## config.mk

```make
export PLATFORM = sky130hd
export DESIGN_NAME = branch_hazard_controller
export DESIGN_NICKNAME = d
export VERILOG_FILES = /design/src/rtl/mips_pipe_pkg.sv /design/src/rtl/hazard_match.sv /design/src/rtl/branch_hazard_controller.sv
export SDC_FILE = /design/constraint.sdc
export NUM_CORES = 1
export LEC_CHECK = 0
export ABC_AREA = 1
export CAP_MARGIN = 40
export CORE_UTILIZATION = 27
export CTS_CLUSTER_DIAMETER = 100
export CTS_CLUSTER_SIZE = 28
export DETAILED_ROUTE_END_ITERATION = 12
export GPL_TIMING_DRIVEN = 0
export PLACE_DENSITY = 0.75
export SKIP_CTS_REPAIR_TIMING = 1
export SLEW_MARGIN = 20
export SYNTH_ARGS = -nofsm -noshare
export SYNTH_HDL_FRONTEND = slang
export SYNTH_SLANG_ARGS = --single-unit
export TNS_END_PERCENT = 30
```

## constraint.sdc

```tcl
create_clock -name clk -period 1.5 [get_ports clk]
set_input_delay 0.225 -clock clk [delete_from_list [all_inputs] [get_ports clk]]
set_output_delay 0.225 -clock clk [all_outputs]
set_load 0.05 [all_outputs]
```

## src/rtl/mips_pipe_pkg.sv

```systemverilog
// Shared types and constants for the MIPS pipeline hazard logic.
// Holds the controller state enum, register index type and default stall counts.
package mips_pipe_pkg;

    typedef enum logic {
        IDLE,
        STALL
    } state_t;

    typedef logic [4:0] reg_idx_t;

    localparam reg_idx_t REG_ZERO = 5'd0;

    localparam int DEF_BR_ALU_STALLS  = 1;
    localparam int DEF_BR_LOAD_STALLS = 2;
    localparam int DEF_LU_STALLS      = 1;

    // Stall counts are 1..3, so two bits hold both N and the remaining count.
    typedef logic [1:0] stall_n_t;

    typedef enum logic [1:0] {
        HZ_NONE,
        HZ_BR_LOAD,
        HZ_BR_ALU,
        HZ_LOAD_USE
    } hz_class_t;

endpackage

```

## src/rtl/hazard_match.sv

```systemverilog
// Combinational ID-vs-EX register comparator and hazard classifier.
// In: ID branch flag, rs/rt usage and indices, EX write/load/dest. Out: match_rs/rt, class, N.
module hazard_match
    import mips_pipe_pkg::*;
#(
    parameter int BR_ALU_STALLS  = DEF_BR_ALU_STALLS,
    parameter int BR_LOAD_STALLS = DEF_BR_LOAD_STALLS,
    parameter int LU_STALLS      = DEF_LU_STALLS
) (
    input  logic      branch_id,
    input  logic      use_rs_id,
    input  logic      use_rt_id,
    input  reg_idx_t  rs_id,
    input  reg_idx_t  rt_id,
    input  logic      reg_write_idex,
    input  logic      mem_read_idex,
    input  reg_idx_t  writereg_idex,
    output logic      match_rs,
    output logic      match_rt,
    output hz_class_t hz_class,
    output stall_n_t  hz_n
);

    localparam stall_n_t N_BR_LOAD = stall_n_t'(BR_LOAD_STALLS);
    localparam stall_n_t N_BR_ALU  = stall_n_t'(BR_ALU_STALLS);
    localparam stall_n_t N_LU      = stall_n_t'(LU_STALLS);

    logic any_match;

    assign match_rs  = use_rs_id && (rs_id == writereg_idex)
                       && (writereg_idex != REG_ZERO);
    assign match_rt  = use_rt_id && (rt_id == writereg_idex)
                       && (writereg_idex != REG_ZERO);
    assign any_match = match_rs || match_rt;

    // The three classes split on branch_id/mem_read_idex and are
    // therefore mutually exclusive.
    always_comb begin
        hz_class = HZ_NONE;
        hz_n     = '0;
        unique case (1'b1)
            branch_id && mem_read_idex && any_match: begin
                hz_class = HZ_BR_LOAD;
                hz_n     = N_BR_LOAD;
            end
            branch_id && reg_write_idex && !mem_read_idex && any_match: begin
                hz_class = HZ_BR_ALU;
                hz_n     = N_BR_ALU;
            end
            !branch_id && mem_read_idex && any_match: begin
                hz_class = HZ_LOAD_USE;
                hz_n     = N_LU;
            end
            default: begin
                hz_class = HZ_NONE;
                hz_n     = '0;
            end
        endcase
    end

endmodule

```

## src/rtl/branch_hazard_controller.sv

```systemverilog
// ID-stage stall/flush sequencer: load-use and unresolved branch-operand stalls, taken-branch/jump flush, global hold.
// Ports: clk, rst_n, hold, ID/EX hazard inputs; out pc_write, ifid_write, ifid_flush, idex_bubble, stalled, stall_cnt, flush_cnt (counters live only with HAZARD_PERF_CNT_EN).
module branch_hazard_controller
    import mips_pipe_pkg::*;
#(
    parameter int BR_ALU_STALLS  = DEF_BR_ALU_STALLS,
    parameter int BR_LOAD_STALLS = DEF_BR_LOAD_STALLS,
    parameter int LU_STALLS      = DEF_LU_STALLS,
    parameter int CNT_W          = 32
) (
    input  logic             clk,
    input  logic             rst_n,
    input  logic             hold,
    input  logic             branch_id,
    input  logic             jump_id,
    input  logic             branch_taken_id,
    input  logic             use_rs_id,
    input  logic             use_rt_id,
    input  logic [4:0]       rs_id,
    input  logic [4:0]       rt_id,
    input  logic             reg_write_idex,
    input  logic             mem_read_idex,
    input  logic [4:0]       writereg_idex,
    output logic             pc_write,
    output logic             ifid_write,
    output logic             ifid_flush,
    output logic             idex_bubble,
    output logic             stalled,
    output logic [CNT_W-1:0] stall_cnt,
    output logic [CNT_W-1:0] flush_cnt
);

    state_t    state_q, state_d;
    stall_n_t  rem_q, rem_d;
    logic      match_rs, match_rt;
    hz_class_t hz_class;
    stall_n_t  hz_n;
    logic      hazard;

    hazard_match #(
        .BR_ALU_STALLS  (BR_ALU_STALLS),
        .BR_LOAD_STALLS (BR_LOAD_STALLS),
        .LU_STALLS      (LU_STALLS)
    ) u_match (
        .branch_id      (branch_id),
        .use_rs_id      (use_rs_id),
        .use_rt_id      (use_rt_id),
        .rs_id          (rs_id),
        .rt_id          (rt_id),
        .reg_write_idex (reg_write_idex),
        .mem_read_idex  (mem_read_idex),
        .writereg_idex  (writereg_idex),
        .match_rs       (match_rs),
        .match_rt       (match_rt),
        .hz_class       (hz_class),
        .hz_n           (hz_n)
    );

    assign hazard = (hz_class != HZ_NONE) && (match_rs || match_rt);

    always_ff @(posedge clk or negedge rst_n) begin
        if (!rst_n) begin
            state_q <= IDLE;
            rem_q   <= '0;
        end else begin
            state_q <= state_d;
            rem_q   <= rem_d;
        end
    end

    always_comb begin
        state_d     = state_q;
        rem_d       = rem_q;
        pc_write    = 1'b0;
        ifid_write  = 1'b0;
        ifid_flush  = 1'b0;
        idex_bubble = 1'b0;
        stalled     = 1'b0;
        unique case (state_q)
            IDLE: begin
                if (hold) begin
                    idex_bubble = 1'b0;
                end else if (hazard) begin
                    idex_bubble = 1'b1;
                    // The hazard cycle itself is the first stall cycle.
                    if (hz_n > 2'd1) begin
                        state_d = STALL;
                        rem_d   = hz_n - 2'd1;
                    end
                end else begin
                    pc_write   = 1'b1;
                    ifid_write = 1'b1;
                    ifid_flush = jump_id || (branch_id && branch_taken_id);
                end
            end
            STALL: begin
                stalled     = 1'b1;
                idex_bubble = !hold;
                if (!hold) begin
                    if (rem_q <= 2'd1) begin
                        state_d = IDLE;
                        rem_d   = '0;
                    end else begin
                        rem_d = rem_q - 2'd1;
                    end
                end
            end
            default: begin
                state_d = IDLE;
                rem_d   = '0;
            end
        endcase
        // Reset forces a safe bubble regardless of registered state.
        if (!rst_n) begin
            pc_write    = 1'b0;
            ifid_write  = 1'b0;
            ifid_flush  = 1'b0;
            idex_bubble = 1'b1;
            stalled     = 1'b0;
        end
    end

`ifdef HAZARD_PERF_CNT_EN
    logic [CNT_W-1:0] stall_cnt_q, flush_cnt_q;

    always_ff @(posedge clk or negedge rst_n) begin
        if (!rst_n) begin
            stall_cnt_q <= '0;
            flush_cnt_q <= '0;
        end else begin
            if (!hold && !pc_write) begin
                stall_cnt_q <= stall_cnt_q + 1'b1;
            end
            if (ifid_flush) begin
                flush_cnt_q <= flush_cnt_q + 1'b1;
            end
        end
    end

    assign stall_cnt = stall_cnt_q;
    assign flush_cnt = flush_cnt_q;
`else
    assign stall_cnt = '0;
    assign flush_cnt = '0;
`endif

endmodule

```

After elaboration in Yosys (flattened, before gate mapping)
Index checks and enable logic that the tools add are counted.
W data, S select, Z words.
{"block": "totals", "latchBits": 0, "elab_cells": 63, "ram_bits": 0, "output_inout_bits": 69, "n_memories": 0, "in_bits": 25, "reg_bits": 3, "mem_bits_ro": 0}
{"block": "op_classes", "bitwise_logic": 1, "n_reduce_logical": 22, "n_mux": 28, "div": 0, "add_sub_neg": 2, "multipliers": 0, "shifts": 0, "eq_ne": 6, "n_lt_le_gt_ge": 2}
{"op": "$mux W1", "count": 18}
{"op": "$logic_and A1 B1 Y1", "count": 13}
{"op": "$eq A5 B5 Y1", "count": 2}
{"op": "$mux W2", "count": 5}
{"op": "$ne A2 B2 Y1 const B", "count": 4}
{"op": "$pmux W2 S2", "count": 2}
{"op": "$pmux W2 S3", "count": 1}
{"op": "$reduce_bool A5 Y1", "count": 1}
{"op": "$pmux W1 S2", "count": 2}
{"op": "$reduce_and A4 Y1", "count": 1}
{"op": "$sub A2 B1 Y2 const B", "count": 2}
{"op": "$logic_not A1 Y1", "count": 3}
{"op": "$gt A2 B1 Y1 const B", "count": 1}
{"op": "$le A2 B1 Y1 const B", "count": 1}
{"op": "$logic_or A1 B1 Y1", "count": 2}
{"op": "$reduce_bool A2 Y1", "count": 1}
{"op": "$reduce_or A2 Y1", "count": 1}
{"op": "$not A1 Y1", "count": 1}

Logic depth before layout (Yosys ltp)
Gate-level depths: netlist of run 1.
{"block": "logic_depth", "word_depth": 12, "mapped_depth": 14, "depth_no_buf": 14}

Modules after synthesis
A second synthesis of run 1 with hierarchy kept.
{"block": "hier_totals", "hier_cells": 180, "hier_area_um2": 1034.7}
{"mod": "branch_hazard_controller", "instances": 1, "area_each_um2": 762.0, "cells_each": 110}
{"mod": "hazard_match", "instances": 1, "area_each_um2": 272.8, "cells_each": 70}

Worst setup path before layout of run 1
No wires, ideal clock.
{"block": "synth_timing", "path_type": "input to output", "startpoint": "input port mem_read_idex", "endpoint": "output port pc_write", "path_stages": 11, "slack_ns": -0.418, "arrival_ns": 1.693, "path_buffers": 1, "path_cell_list": "nand2_1 > inv_1 > or2_2 > inv_1 > nand3_2 > ha_1 > inv_1 > nand4_2 > nand3_1 > inv_1 > buf_4"}
{"block": "synth_between", "elab_chain_cells": 10}
{"item": "from (decl)", "line_no": "branch_hazard_controller.sv:22", "text": "input logic mem_read_idex,"}
{"item": "$logic_not A1 Y1", "line_no": "hazard_match.sv:46", "text": "branch_id && reg_write_idex && !mem_read_idex && any_match: begin"}
{"item": "$logic_and A1 B1 Y1 (2 in series)", "line_no": "hazard_match.sv:46"}
{"item": "$pmux W2 S3 (*)", "line_no": "hazard_match.sv:41", "text": "unique case (1'b1)"}
{"item": "$reduce_bool A2 Y1 (*)", "line_no": "branch_hazard_controller.sv:59", "text": "assign hazard = (hz_class != HZ_NONE) && (match_rs || match_rt);"}
{"item": "$logic_and A1 B1 Y1 (*)", "line_no": "branch_hazard_controller.sv:59"}
{"item": "$mux W1 (*) (4 in series)"}
{"item": "to (decl)", "line_no": "branch_hazard_controller.sv:24", "text": "output logic pc_write,"}
Mark *: on every way between the ends. The rest lies on a longest branch, timed or not.

Worst setup path in the final report of run 1
{"block": "layout_timing", "startpoint": "input port mem_read_idex", "endpoint": "output port pc_write"}
{"block": "layout_between", "elab_chain_cells": 10}
{"item": "$logic_not A1 Y1", "line_no": "hazard_match.sv:46"}
{"item": "$logic_and A1 B1 Y1 (2 in series)", "line_no": "hazard_match.sv:46"}
{"item": "$pmux W2 S3 (*)", "line_no": "hazard_match.sv:41"}
{"item": "$reduce_bool A2 Y1 (*)", "line_no": "branch_hazard_controller.sv:59"}
{"item": "$logic_and A1 B1 Y1 (*)", "line_no": "branch_hazard_controller.sv:59"}
{"item": "$mux W1 (*)", "line_no": "branch_hazard_controller.sv:83", "text": "end else if (hazard) begin"}
{"item": "$mux W1 (*)", "line_no": "branch_hazard_controller.sv:81", "text": "if (hold) begin"}
{"item": "$mux W1 (*)", "line_no": "branch_hazard_controller.sv:79", "text": "unique case (state_q)"}
{"item": "$mux W1 (*)", "line_no": "branch_hazard_controller.sv:114", "text": "if (!rst_n) begin"}
Marked as above.

==> impl_metrics.toml, run 1 <==
[power_and_ir_drop]
p_per_area_nw_per_um2 = 529.7
irDropWorstVdd_mv = 0.3647
leakagePower_nw = 1.127

[global_route]
antenna_found_initial = 0
grt_max_degree = 7
track_usage = 0.09140
grt-ovfl-total = 0
grt_pass1_vias = 754
grt_pass1_wl_mm = 2.967

[status]
failed_checks = "negative setup slack"
status = "complete, but fails checks"

[synth]
yosysWarnings = 0
syn_inst = 164
ys_async_sr_fraction = 1.000
synth-seq-area-share = 0.07682
synthTopCellsByArea = "buf_4 50%, nand2_1 16%, dfrtp_1 7.7%, inv_1 7.3%, nand3_1 4.1%"
synth_xor_area_frac = 0
synth_top_family_by_area = "buffers and inverters"
ys_ff_latch = 3
synth_flop_cell = "dfrtp_1"
synth_top_area_share = 0.4994
netlist_top_cells_count = "65 x buf_4, 41 x nand2_1, 19 x inv_1"
synth_fa_ha_area_frac = 0.01280
synth_cell_types = 16
muxShareOfSynthArea = 0
yosys.area_share.simple = 0.2971
synth-compound-area-share = 0.02561
synthesis.area_um2 = 977.2
netlist.top_cell.by_area = "buf_4"
avgSynthCellArea_um2 = 5.958
synth_edf_count = 0
synth.most_common_cell = "buf_4"

[floorplanning]
ios = 94
rows = 21
fp.dieW_um = 62.16
start_util = 0.2883
core_um2 = 3390
die_h_um = 62.16
die-area_um2 = 3864

[timing]
maxSlewViolCount = 0
hold_viol_final = 0
rsz0062_at_grt = "true"
holdWs_ns = 0.2146
finalCritPeriodShare = 1.254
finClkSkew_ns = 0.0009033
final.setup.worst_slack_ns = -0.3817
fmaxAchievable_mhz = 531.4
fin_crit_ns = 1.882
setup_viol = 4

[finish]
area_growth_pct = 80.54
n_antenna_cell = 0
fillers = 330
fin_nets = 289
layout-drive-gt1-share = 0.5153
fin_cells = 308
utilization = 0.5205
design_area_um2 = 1764
final-seq-area_um2 = 75.07
multi_input_area_um2 = 675.6

[clocking]
path_clk_slew_ns = 0.04
cts_tree = "yes"
clockBufferDepth = 2
numCtsBuffers = 3
clk_latency_ns = 0.23
cts_max_level = 1
cts_root_buf = "clkbuf_4"
cts.sinks = 3

[critical_path]
slowest_delay_ns = 0.23
cp_data_arrival_time_ns = 1.66
critPathLaunchType = "primary input"
crit_fanout = 4
worstPathCellList = "dlymetal6s2s_1 -> nand2_1 -> inv_2 -> or2_4 -> inv_4 -> nand3_4 -> ha_4 -> inv_2 -> nand4_4 -> nand3_4 -> clkinvlp_4 -> buf_8 -> buf_8"
worstPathRequired_ns = 1.27
endpoint_kind = "primary output"
worstSetupPathType = "in -> out"
critPathSlowestCell = "or2_4"

[routing]
wl_mm = 1.974
ant_nets = 0
drt-initial-drc-count = 24
avgViaCountPerCell = 3.292
drtPass1Iterations = 4
vias = 1014
wl_per_cell_um = 6.409
post-route-drc-count = 0

[placement]
dp.cells = 302
place.gp.congestion = 0.7270
port_buffers = 29
place_hpwl_mm = 1.665
place_area_um2 = 1622

[worst_hold_path]
hold_class = "in -> async"

[job]
drv_cap = 0
==> final cells by class <==
class	instances	area share
plain buffers	65	0.2809
repair buffers	31	0.1830
multi-input cells	137	0.3830
inverters	22	0.06312
clock buffers	4	0.01489
flip-flops and latches	3	0.04255
well taps	46	0.03262
==> sequential cells by signal, indices dropped and copies added (netlist names) <==
name,count
state_q,1
rem_q,2
==> per-layer routing <==
layer | share of wire | global-route usage | vias up
met5 | 0 | 0 | -
met4 | 0 | 0.04360 | 0
met3 | 0.090 | 0.02206 | 0
met2 | 0.54 | 0.1662 | 51
met1 | 0.37 | 0.09834 | 407
li1 | - | - | 556
==> worst paths after layout <==
kind                               startpoint        to  slack (ns)  depth (start not counted)
worst max-delay path            mem_read_idex  pc_write       -0.38                         13
worst min-delay path                    rst_n  rem_q[1]        0.21                          1
worst max register to register        state_q  rem_q[0]        0.59                          6
worst min register to register       rem_q[0]  rem_q[0]        0.51                          2
max in group asynchronous               rst_n   state_q        1.10                          1
min in group clk                     rem_q[0]  rem_q[0]        0.51                          2
==> through the flow <==
step	worst slack (ns)	power, W	setup TNS [ns]
6_report	-0.3817	0.0009345	-1.264
5_1_grt	-0.4820	0.0009929	-1.683
4_1_cts	-1.568	0.0009051	-7.810
3_5_place_dp	-1.562	0.0007556	-8.517
3_3_place_gp	-1.553	0.0007542	-8.405
2_1_floorplan	-0.3768	0.0006600	-0.9774
==> worst max-delay path: cells and delay by family <==
family        cells  cell delay [ns]
fa+ha+maj         1             0.16
buf+inv           7             0.67
simple gates      5             0.60
==> where the power goes <==
part	total (W)	internal, W	switching (W)
clock	0.000140	0.0000996	0.0000404
combinational	0.000708	0.000228	0.000480
sequential	0.0000867	0.0000842	0.00000245
total	0.000934	0.000411	0.000523
==> logic make-up after synthesis <==
kind of cell	Yosys count
adder cells (fa/ha/maj)	1
buffers and inverters	87
other	1
AO/OA/AOI/OAI	5
AND/OR/NAND/NOR	67
flip-flops	3
==> cell usage in the layout, fill, tap and decap left out <==
| cell | instances |
|---|---|
| a21oi_1 | 1 |
| inv_1 | 9 |
| buf_4 | 66 |
| buf_8 | 6 |
| dlymetal6s2s_1 | 5 |
| conb_1 | 64 |
| buf_2 | 2 |
| inv_6 | 1 |
| nor3_1 | 1 |
| dfrtp_1 | 3 |
| buf_12 | 1 |
| a21oi_2 | 1 |
| clkbuf_4 | 4 |
| clkbuf_2 | 5 |
| nand3_1 | 5 |
| o21ai_0 | 3 |
| nor2_1 | 6 |
| or2_4 | 1 |
| inv_12 | 1 |
| ha_4 | 1 |
| nand2_2 | 20 |
| nor2_2 | 4 |
| clkdlybuf4s50_1 | 4 |
| buf_6 | 6 |
| clkinvlp_4 | 1 |
| nand4_4 | 1 |
| inv_4 | 3 |
| nand3_2 | 2 |
| nand2_1 | 25 |
| inv_2 | 7 |
| nand3_4 | 2 |
| clkbuf_1 | 1 |
No activity file was read; power rests on OpenSTA's default activity.
==> run 2: changes to the inputs <==
--- a/config.mk
+++ b/config.mk
@@ -13,7 +13,6 @@
 export DETAILED_ROUTE_END_ITERATION = 12
 export GPL_TIMING_DRIVEN = 0
 export PLACE_DENSITY = 0.75
-export SKIP_CTS_REPAIR_TIMING = 1
 export SLEW_MARGIN = 20
 export SYNTH_ARGS = -nofsm -noshare
 export SYNTH_HDL_FRONTEND = slang
==> run 2 against run 1 <==
The flow still finishes with violations (negative setup slack). Largest power group unchanged. Cell count up 0.32%. Clock skew unchanged. Via count down 0.39%. Sequential cell count unchanged. First-iteration DRC count down 25%. Non-clock buffer count up 1. Setup slack worse by 0.035 ns. Largest cell class unchanged. Combinational power about the same.
==> impl_metrics.toml, run 2 (synthesis results as in run 1) <==
[clocking]
cts_tree = "yes"
cts_root_buf = "clkbuf_4"
numCtsBuffers = 3
cts_hold_buf = 0
path_clk_slew_ns = 0.04
clk_latency_ns = 0.23
cts.sinks = 3
clockBufferDepth = 2
cts_max_level = 1

[critical_path]
worstSetupEndpoint = "pc_write"
worstSetupPathType = "in -> out"
reg2reg_to = "rem_q[0]"
timing.rr.start = "state_q"
crit_fanout = 4
r2r_slack_ns = 0.59
endpoint_kind = "primary output"
critPathLaunchType = "primary input"
rr_worst_depth = 6
worstPathRequired_ns = 1.27
cp_data_arrival_time_ns = 1.69
crit_start = "writereg_idex[0]"

[floorplanning]
fp.dieW_um = 62.16
rows = 21
core_um2 = 3390
die_h_um = 62.16
start_util = 0.2883
ios = 94
die-area_um2 = 3864

[global_route]
busiest_layer = "met2"
met3_usage = 0.02206
track_usage = 0.09526
met1_usage = 0.1006
grt_pass1_vias = 786
grt-ovfl-total = 0
met2_usage = 0.1772
grt_max_degree = 7
antenna_found_initial = 0
grt_pass1_wl_mm = 3.091

[routing]
wl_per_cell_um = 6.369
ant_nets = 0
vias = 1010
wl_mm = 1.968
drt-initial-drc-count = 18
drtPass1Iterations = 4
avgViaCountPerCell = 3.269
post-route-drc-count = 0

[timing]
holdWs_ns = 0.2146
rsz0062_at_grt = "true"
fmaxAchievable_mhz = 521.6
fin_crit_ns = 1.917
maxSlewViolCount = 0
final.setup.worst_slack_ns = -0.4170
hold_viol_final = 0
finClkSkew_ns = 0.0009033
setup_viol = 4
finalCritPeriodShare = 1.278

[power_and_ir_drop]
seqPwrFrac = 0.093
leakagePower_nw = 1.093
p_per_area_nw_per_um2 = 530.6
switching_share = 0.5592
combPwrFrac = 0.758
irDropWorstVdd_mv = 0.3654
p_sw_w = 0.0005234
p_int_w = 0.0004126
pwr-share-clk = 0.150
p_total_w = 0.0009361

[placement]
place_hpwl_mm = 1.665
place.gp.congestion = 0.7270
port_buffers = 29
dp.cells = 302
place_area_um2 = 1622

[worst_hold_path]
hold_class = "in -> async"

[job]
drv_cap = 0

[finish]
area_growth_pct = 80.54
largest_reg_flops = 2
reg_top3 = "rem_q (2), state_q (1)"
fin_cells = 309
top_register = "rem_q"
layout-drive-gt1-share = 0.5171
final_cell_mix = "67 x buf_4, 64 x conb_1, 31 x nand2_1"
final_common_cell = "buf_4"
n_antenna_cell = 0
design_area_um2 = 1764
fin_nets = 290

[status]
status = "complete, but fails checks"
failed_checks = "negative setup slack"
-- run 2: cell types whose count changed in the layout (fill, tap and decap cells not counted), sizes merged --
cell           change
buf                +8
clkbuf             -3
clkdlybuf4s15      +1
dlymetal6s2s       -5
-- run 2: area by class of cell --
class	instances	area, µm²
Clock buffer	4	26.28
Multi-Input combinational cell	137	684.4
Inverter	22	106.4
Tap cell	46	57.56
Buffer	65	495.5
Sequential cell	3	75.07
Fill cell	333	1625
Timing Repair Buffer	32	319.1
-- run 2: critical path, cell delays in order --
cell and delay (ns):
buf_8 0.08, inv_4 0.03, nand2_1 0.05, nand2_1 0.05, nor2_1 0.13, nand3_2 0.12, nand2_4 0.12, nand3_4 0.09
ha_4 0.17, inv_2 0.05, nand4_4 0.11, nand3_4 0.11, clkinvlp_4 0.10, buf_8 0.12, buf_8 0.14
-- run 2: how the worst min path moves through the flow --
stage	start	end	slack, ns	cells after the start
5_1_grt	rst_n	rem_q[1]	0.22	1
3_3_place_gp	rst_n	state_q	0.46	1
3_5_place_dp	rst_n	state_q	0.46	1
2_1_floorplan	rst_n	rem_q[0]	-0.07	0
4_1_cts	rst_n	rem_q[1]	0.21	1
6_report	rst_n	rem_q[1]	0.21	1
-- run 2: routing by layer --
layer	up-vias	wire length (µm)	share of wire
li1	561	-	-
met1	398	750	0.38
met2	51	1030	0.52
met3	0	187	0.095
met4	0	0	0
met5	-	0	0
-- run 2: power by group through the flow --
stage               clock network (W)  logic, W  registers (W)
finish                       0.000140  0.000709      0.0000867
global route                 0.000164  0.000746      0.0000868
CTS                          0.000150  0.000672      0.0000865
detailed placement                  0  0.000668      0.0000875
global placement                    0  0.000667      0.0000876
floorplan                           0  0.000573      0.0000871
-- run 2: what timing repair did --
action | in CTS | in global routing
gates cloned | 0 | 0
hold endpoints to repair | 0 | 0
endpoints found under the setup margin | 8 | 5
resized for setup | 126 | 32
buffers inserted | 3 | 0
pin swaps | 26 | 23
-- run 2: through the flow --
step / TNS, ns / worst slack, ns / utilization
floorplan: -0.9774 / -0.3768 / -
global placement: -8.405 / -1.553 / 0.4784
detailed placement: -8.517 / -1.562 / 0.4784
CTS: -1.219 / -0.3799 / 0.4913
global route: -1.788 / -0.5086 / 0.5205
finish: -1.370 / -0.4170 / 0.5205
==> RTL change 1, RTL diff (flow settings as in run 1) <==
Build with the macro `HAZARD_PERF_CNT_EN` defined.
--- a/src/rtl/branch_hazard_controller.sv
+++ b/src/rtl/branch_hazard_controller.sv
@@ -1,5 +1,7 @@
 // ID-stage stall/flush sequencer: load-use and unresolved branch-operand stalls, taken-branch/jump flush, global hold.
 // Ports: clk, rst_n, hold, ID/EX hazard inputs; out pc_write, ifid_write, ifid_flush, idex_bubble, stalled, stall_cnt, flush_cnt (counters live only with HAZARD_PERF_CNT_EN).
+`define HAZARD_PERF_CNT_EN
+
 module branch_hazard_controller
     import mips_pipe_pkg::*;
 #(
Behaviour: not the same (a bounded check fails within 4 cycles, from zero or initial values and one cycle with rst_n low).
==> RTL change 1 against run 1 <==
Critical path type unchanged. Final cell count grew to 3.3 times the old value. Worst setup slack worse by 0.25 ns. Routed wire length grew to 7.1 times the old value. Area after synthesis grew to 4.7 times the old value. Die area grew to 4.5 times the old value. Combinational power is 96% higher. Maximum frequency is 12% lower. Power grew to 6.3 times the old value. The run still ends with setup timing left. Sequential cell count is 64 higher. First-iteration DRC count grew to 10 times the old value. Cell area grew to 3.9 times the old value. Largest power group is now clock. Count of clock-buffer cells in the layout is 6 higher.
==> RTL change 1: results <==
metrics = {
    "global_route": {
        "grt_start_max_net_pins": 42,
        "grt_use_met2_pct": 25.9,
        "grt_pass1_wl_um": 21600,
        "grt_pass1_vias": 4504,
        "grt_use_met3_pct": 4.08,
        "grtUsageTotal_pct": 15.4,
        "met1_usage_pct": 18.9,
    },
    "cells_and_area": {
        "nClkBuffers": 10,
        "multi_input_gates": 525,
        "clkCellAreaFrac_pct": 4.76,
        "multi_input_area_share_pct": 43.3,
        "fin_nets": 812,
        "seq_area_share_pct": 24.9,
        "nonClkBufAreaFrac_pct": 20.2,
        "fin_cells": 1009,
        "drive_gt1_share_pct": 29.0,
    },
    "sta": {
        "skew_ns": 0.00874,
        "setup_ws_ns": -0.627,
        "finalSetupViolCount": 66,
    },
    "synth": {
        "syn_area_um2": 4590,
        "synth_seq_cells": 67,
        "syn-instance-count": 654,
        "synth_cell_types": 32,
        "yosysSeqAreaShare_pct": 36.5,
        "synthAdderAreaFrac_pct": 0.818,
        "netlist_top_cells_area": "dfrtp_1, nand2_1, nand4_1",
        "synth_compound_area_share_pct": 1.06,
    },
    "place": {
        "port_buffers": 93,
        "dp.cells": 968,
        "dp_hpwl_um": 9860,
    },
    "pwr": {
        "ir_drop_uv": 1040,
        "powerSeq_mw": 2.18,
        "p_switching_mw": 1.93,
        "leakagePower_nw": 3.89,
    },
    "detailed_routing": {
        "post_drt_wl_per_cell_um": 13.9,
        "first_iter_violations": 241,
    },
    "clock_network": {
        "clk_pin_slew_worst_paths_ns": 0.06,
        "clock_latency_ns": 0.34,
        "numCtsBuffers": 9,
        "h-tree-depth": 3,
    },
    "hold_path": {
        "hp-class": "in -> reg",
    },
    "worst_setup_path": {
        "crit_family": "simple AND/OR/NAND/NOR gates",
        "cp.arrival_ns": 1.90,
        "reg2reg_slack_ns": -0.18,
        "crit_start": "rt_id[2]",
        "reg2reg_depth": 9,
    },
    "status": {
        "violations": "setup timing",
        "outcome": "complete, but fails checks",
    },
}
==> RTL change 1: cell types whose count changed after synthesis, sizes merged, moves of 2 or more <==
cell	run 1	this run
xor2	0	32
nand2	45	290
nor3	1	21
nor4	0	6
ha	1	3
nor2	10	65
dfrtp	3	67
nand3	9	21
nand4	1	47
inv	22	42
xnor2	0	28
buf	65	13
clkbuf	0	6
==> RTL change 1: worst min-delay path by stage <==
stage | start | endpoint
final | rst_n | flush_cnt[1]
after global routing | rst_n | flush_cnt[1]
after CTS | rst_n | flush_cnt[11]
after detailed placement | rst_n | flush_cnt[25]
after global placement | flush_cnt[31] | flush_cnt[31]
after floorplan | rst_n | flush_cnt[0]
==> RTL change 1: metal layers <==
metal | part of all wire, % | up-vias
met4 | 2.0 | 0
met5 | 0 | -
met2 | 50 | 143
met1 | 42 | 2302
met3 | 6.3 | 26
li1 | - | 2367
==> RTL change 2, RTL diff (flow settings as in run 1) <==
Made on the original files. Put a register stage on the output `stalled`, cleared by the reset. The value now appears one clock later. The other outputs are not delayed to match.
--- a/src/rtl/branch_hazard_controller.sv
+++ b/src/rtl/branch_hazard_controller.sv
@@ -29,6 +29,8 @@
     output logic [CNT_W-1:0] stall_cnt,
     output logic [CNT_W-1:0] flush_cnt
 );
+
+    logic stalled_d;
 
     state_t    state_q, state_d;
     stall_n_t  rem_q, rem_d;
@@ -75,7 +77,7 @@
         ifid_write  = 1'b0;
         ifid_flush  = 1'b0;
         idex_bubble = 1'b0;
-        stalled     = 1'b0;
+        stalled_d   = 1'b0;
         unique case (state_q)
             IDLE: begin
                 if (hold) begin
@@ -94,7 +96,7 @@
                 end
             end
             STALL: begin
-                stalled     = 1'b1;
+                stalled_d   = 1'b1;
                 idex_bubble = !hold;
                 if (!hold) begin
                     if (rem_q <= 2'd1) begin
@@ -116,7 +118,7 @@
             ifid_write  = 1'b0;
             ifid_flush  = 1'b0;
             idex_bubble = 1'b1;
-            stalled     = 1'b0;
+            stalled_d   = 1'b0;
         end
     end
 
@@ -144,5 +146,13 @@
     assign flush_cnt = '0;
 `endif
 
+    always_ff @(posedge clk or negedge rst_n) begin
+        if (!rst_n) begin
+            stalled <= '0;
+        end else begin
+            stalled <= stalled_d;
+        end
+    end
+
 endmodule
 
Function: changed (Yosys sat finds a counterexample within 4 cycles, from zero or initial values and one cycle with rst_n low).
==> RTL change 2 against run 1 <==
The run still ends with setup timing left. Via count is 2.4% lower. Combinational power is 3.1% lower. Routed wire length is 2.4% lower. Sequential cell count is 1 higher. Area after synthesis is 2.6% higher. Worst setup slack worse by 0.064 ns. Power is 8.8% higher. Cell area is 0.35% lower. Critical path type unchanged. Largest cell class unchanged.
==> RTL change 2: results <==
metrics = {
    "synth": {
        "synthTopCellsByCount": "buf_4, nand2_1, inv_1, nor2_1, nand3_1",
        "synth-main-ff-cell": "dfrtp_1",
        "synthXorXnorAreaFrac_pct": 0,
        "netlist_top_cells_area": "buf_4, nand2_1, dfrtp_1",
        "synth.area.mux_share_pct": 0,
        "yosysWarningCount": 0,
        "synth_async_sr_flop_share_pct": 100,
        "synth_compound_area_share_pct": 2.50,
        "yosysSeqAreaShare_pct": 9.99,
        "synthAdderAreaFrac_pct": 1.25,
        "synth_cell_types": 16,
    },
    "pwr": {
        "intPower_uw": 498,
        "ir_drop_uv": 645,
        "leakagePower_nw": 1.17,
    },
    "global_route": {
        "grt_use_met2_pct": 17.3,
        "grt_pass1_vias": 810,
        "grt_pass1_wl_um": 3080,
        "antenna_found_initial": 0,
        "grt_use_met3_pct": 2.01,
        "grt_start_max_net_pins": 8,
        "top_usage_layer": "met2",
        "grtUsageTotal_pct": 9.29,
        "met1_usage_pct": 9.69,
    },
    "detailed_routing": {
        "dr.max_layer_used": "met4",
        "first_pass_iters": 4,
        "met1Wirelength_um": 661,
        "route.met2.wl_um": 1030,
        "wl_met3_um": 229,
        "via_count": 990,
        "first_iter_violations": 33,
        "post_drt_wl_per_cell_um": 6.25,
    },
    "sta": {
        "finalSetupViolCount": 4,
        "slew_headroom_pct": 66.2,
        "tns_ns": -1.52,
        "setup_ws_ns": -0.445,
        "skew_ns": 0.00104,
    },
    "clock_network": {
        "clk_pin_slew_worst_paths_ns": 0.03,
        "clock_latency_ns": 0.21,
        "clock_path_buffers": 2,
        "cts_root_buf": "clkbuf_8",
        "numCtsBuffers": 3,
    },
    "status": {
        "outcome": "complete, but fails checks",
        "violations": "setup timing",
    },
    "worst_setup_path": {
        "crit_family": "simple AND/OR/NAND/NOR gates",
        "crit_path_max_incr_delay_ns": 0.17,
        "critPathMaxFanout": 4,
        "critPathSlowestCell": "ha_4",
    },
    "place": {
        "dp_hpwl_um": 1710,
        "place_congestion": 0.764,
        "port_buffers": 29,
    },
    "cells_and_area": {
        "top_regs": "rem_q: 2 flops, stalled: 1 flops, state_q: 1 flops",
        "fin_nets": 290,
        "diodes": 0,
        "drive_gt1_share_pct": 44.7,
    },
    "hold_path": {
        "hp-class": "in -> async",
    },
}
==> RTL change 2: cell types whose count changed in the layout (fill, tap and decap cells not counted), sizes merged <==
cell / run 1 / this run
clkbuf: 10 / 7
dlymetal6s2s: 5 / 7
dfrtp: 3 / 4
==> RTL change 2: worst paths after layout <==
kind,to,slack (ns),startpoint,cells past startpoint
worst max-delay path,pc_write,-0.45,writereg_idex[0],14
min in group clk,rem_q[0],0.50,rem_q[0],2
worst max register to register,rem_q[0],0.57,state_q,6
worst min-delay path,rem_q[0],0.25,rst_n,1
worst min register to register,rem_q[0],0.50,rem_q[0],2
max in group asynchronous,stalled,1.05,rst_n,1
==> RTL change 2: cell families after synthesis <==
logic type	after synthesis
other	1
buffers and inverters	87
and+or+nand+nor	67
DFF	4
adders and majority gates	1
AOI/OAI and AO/OA	5
==> RTL change 2: metrics by stage <==
step	instances	area, µm²	worst slack [ns]	power, mW
floorplan	228	1300	-0.377	0.688
global placement	303	1650	-1.54	0.782
detailed placement	303	1650	-1.57	0.785
CTS	306	1690	-1.57	1.01
global route	308	1760	-0.582	1.08
finish	308	1760	-0.445	1.02
==> RTL change 2: area by class of cell <==
class | instances | area (µm²)
Fill cell | 371 | 1680
Multi-Input combinational cell | 137 | 641
Buffer | 65 | 495
Timing Repair Buffer | 31 | 319
Inverter | 22 | 104
Sequential cell | 4 | 100
Tap cell | 46 | 57.6
Clock buffer | 3 | 41.3
==> RTL change 2: power groups by stage <==
stage | sequential (mW) | clock, mW | combinational [mW]
3_5_place_dp | 0.115 | 0 | 0.670
5_1_grt | 0.114 | 0.239 | 0.723
3_3_place_gp | 0.115 | 0 | 0.667
2_1_floorplan | 0.115 | 0 | 0.573
4_1_cts | 0.114 | 0.225 | 0.671
6_report | 0.114 | 0.216 | 0.686
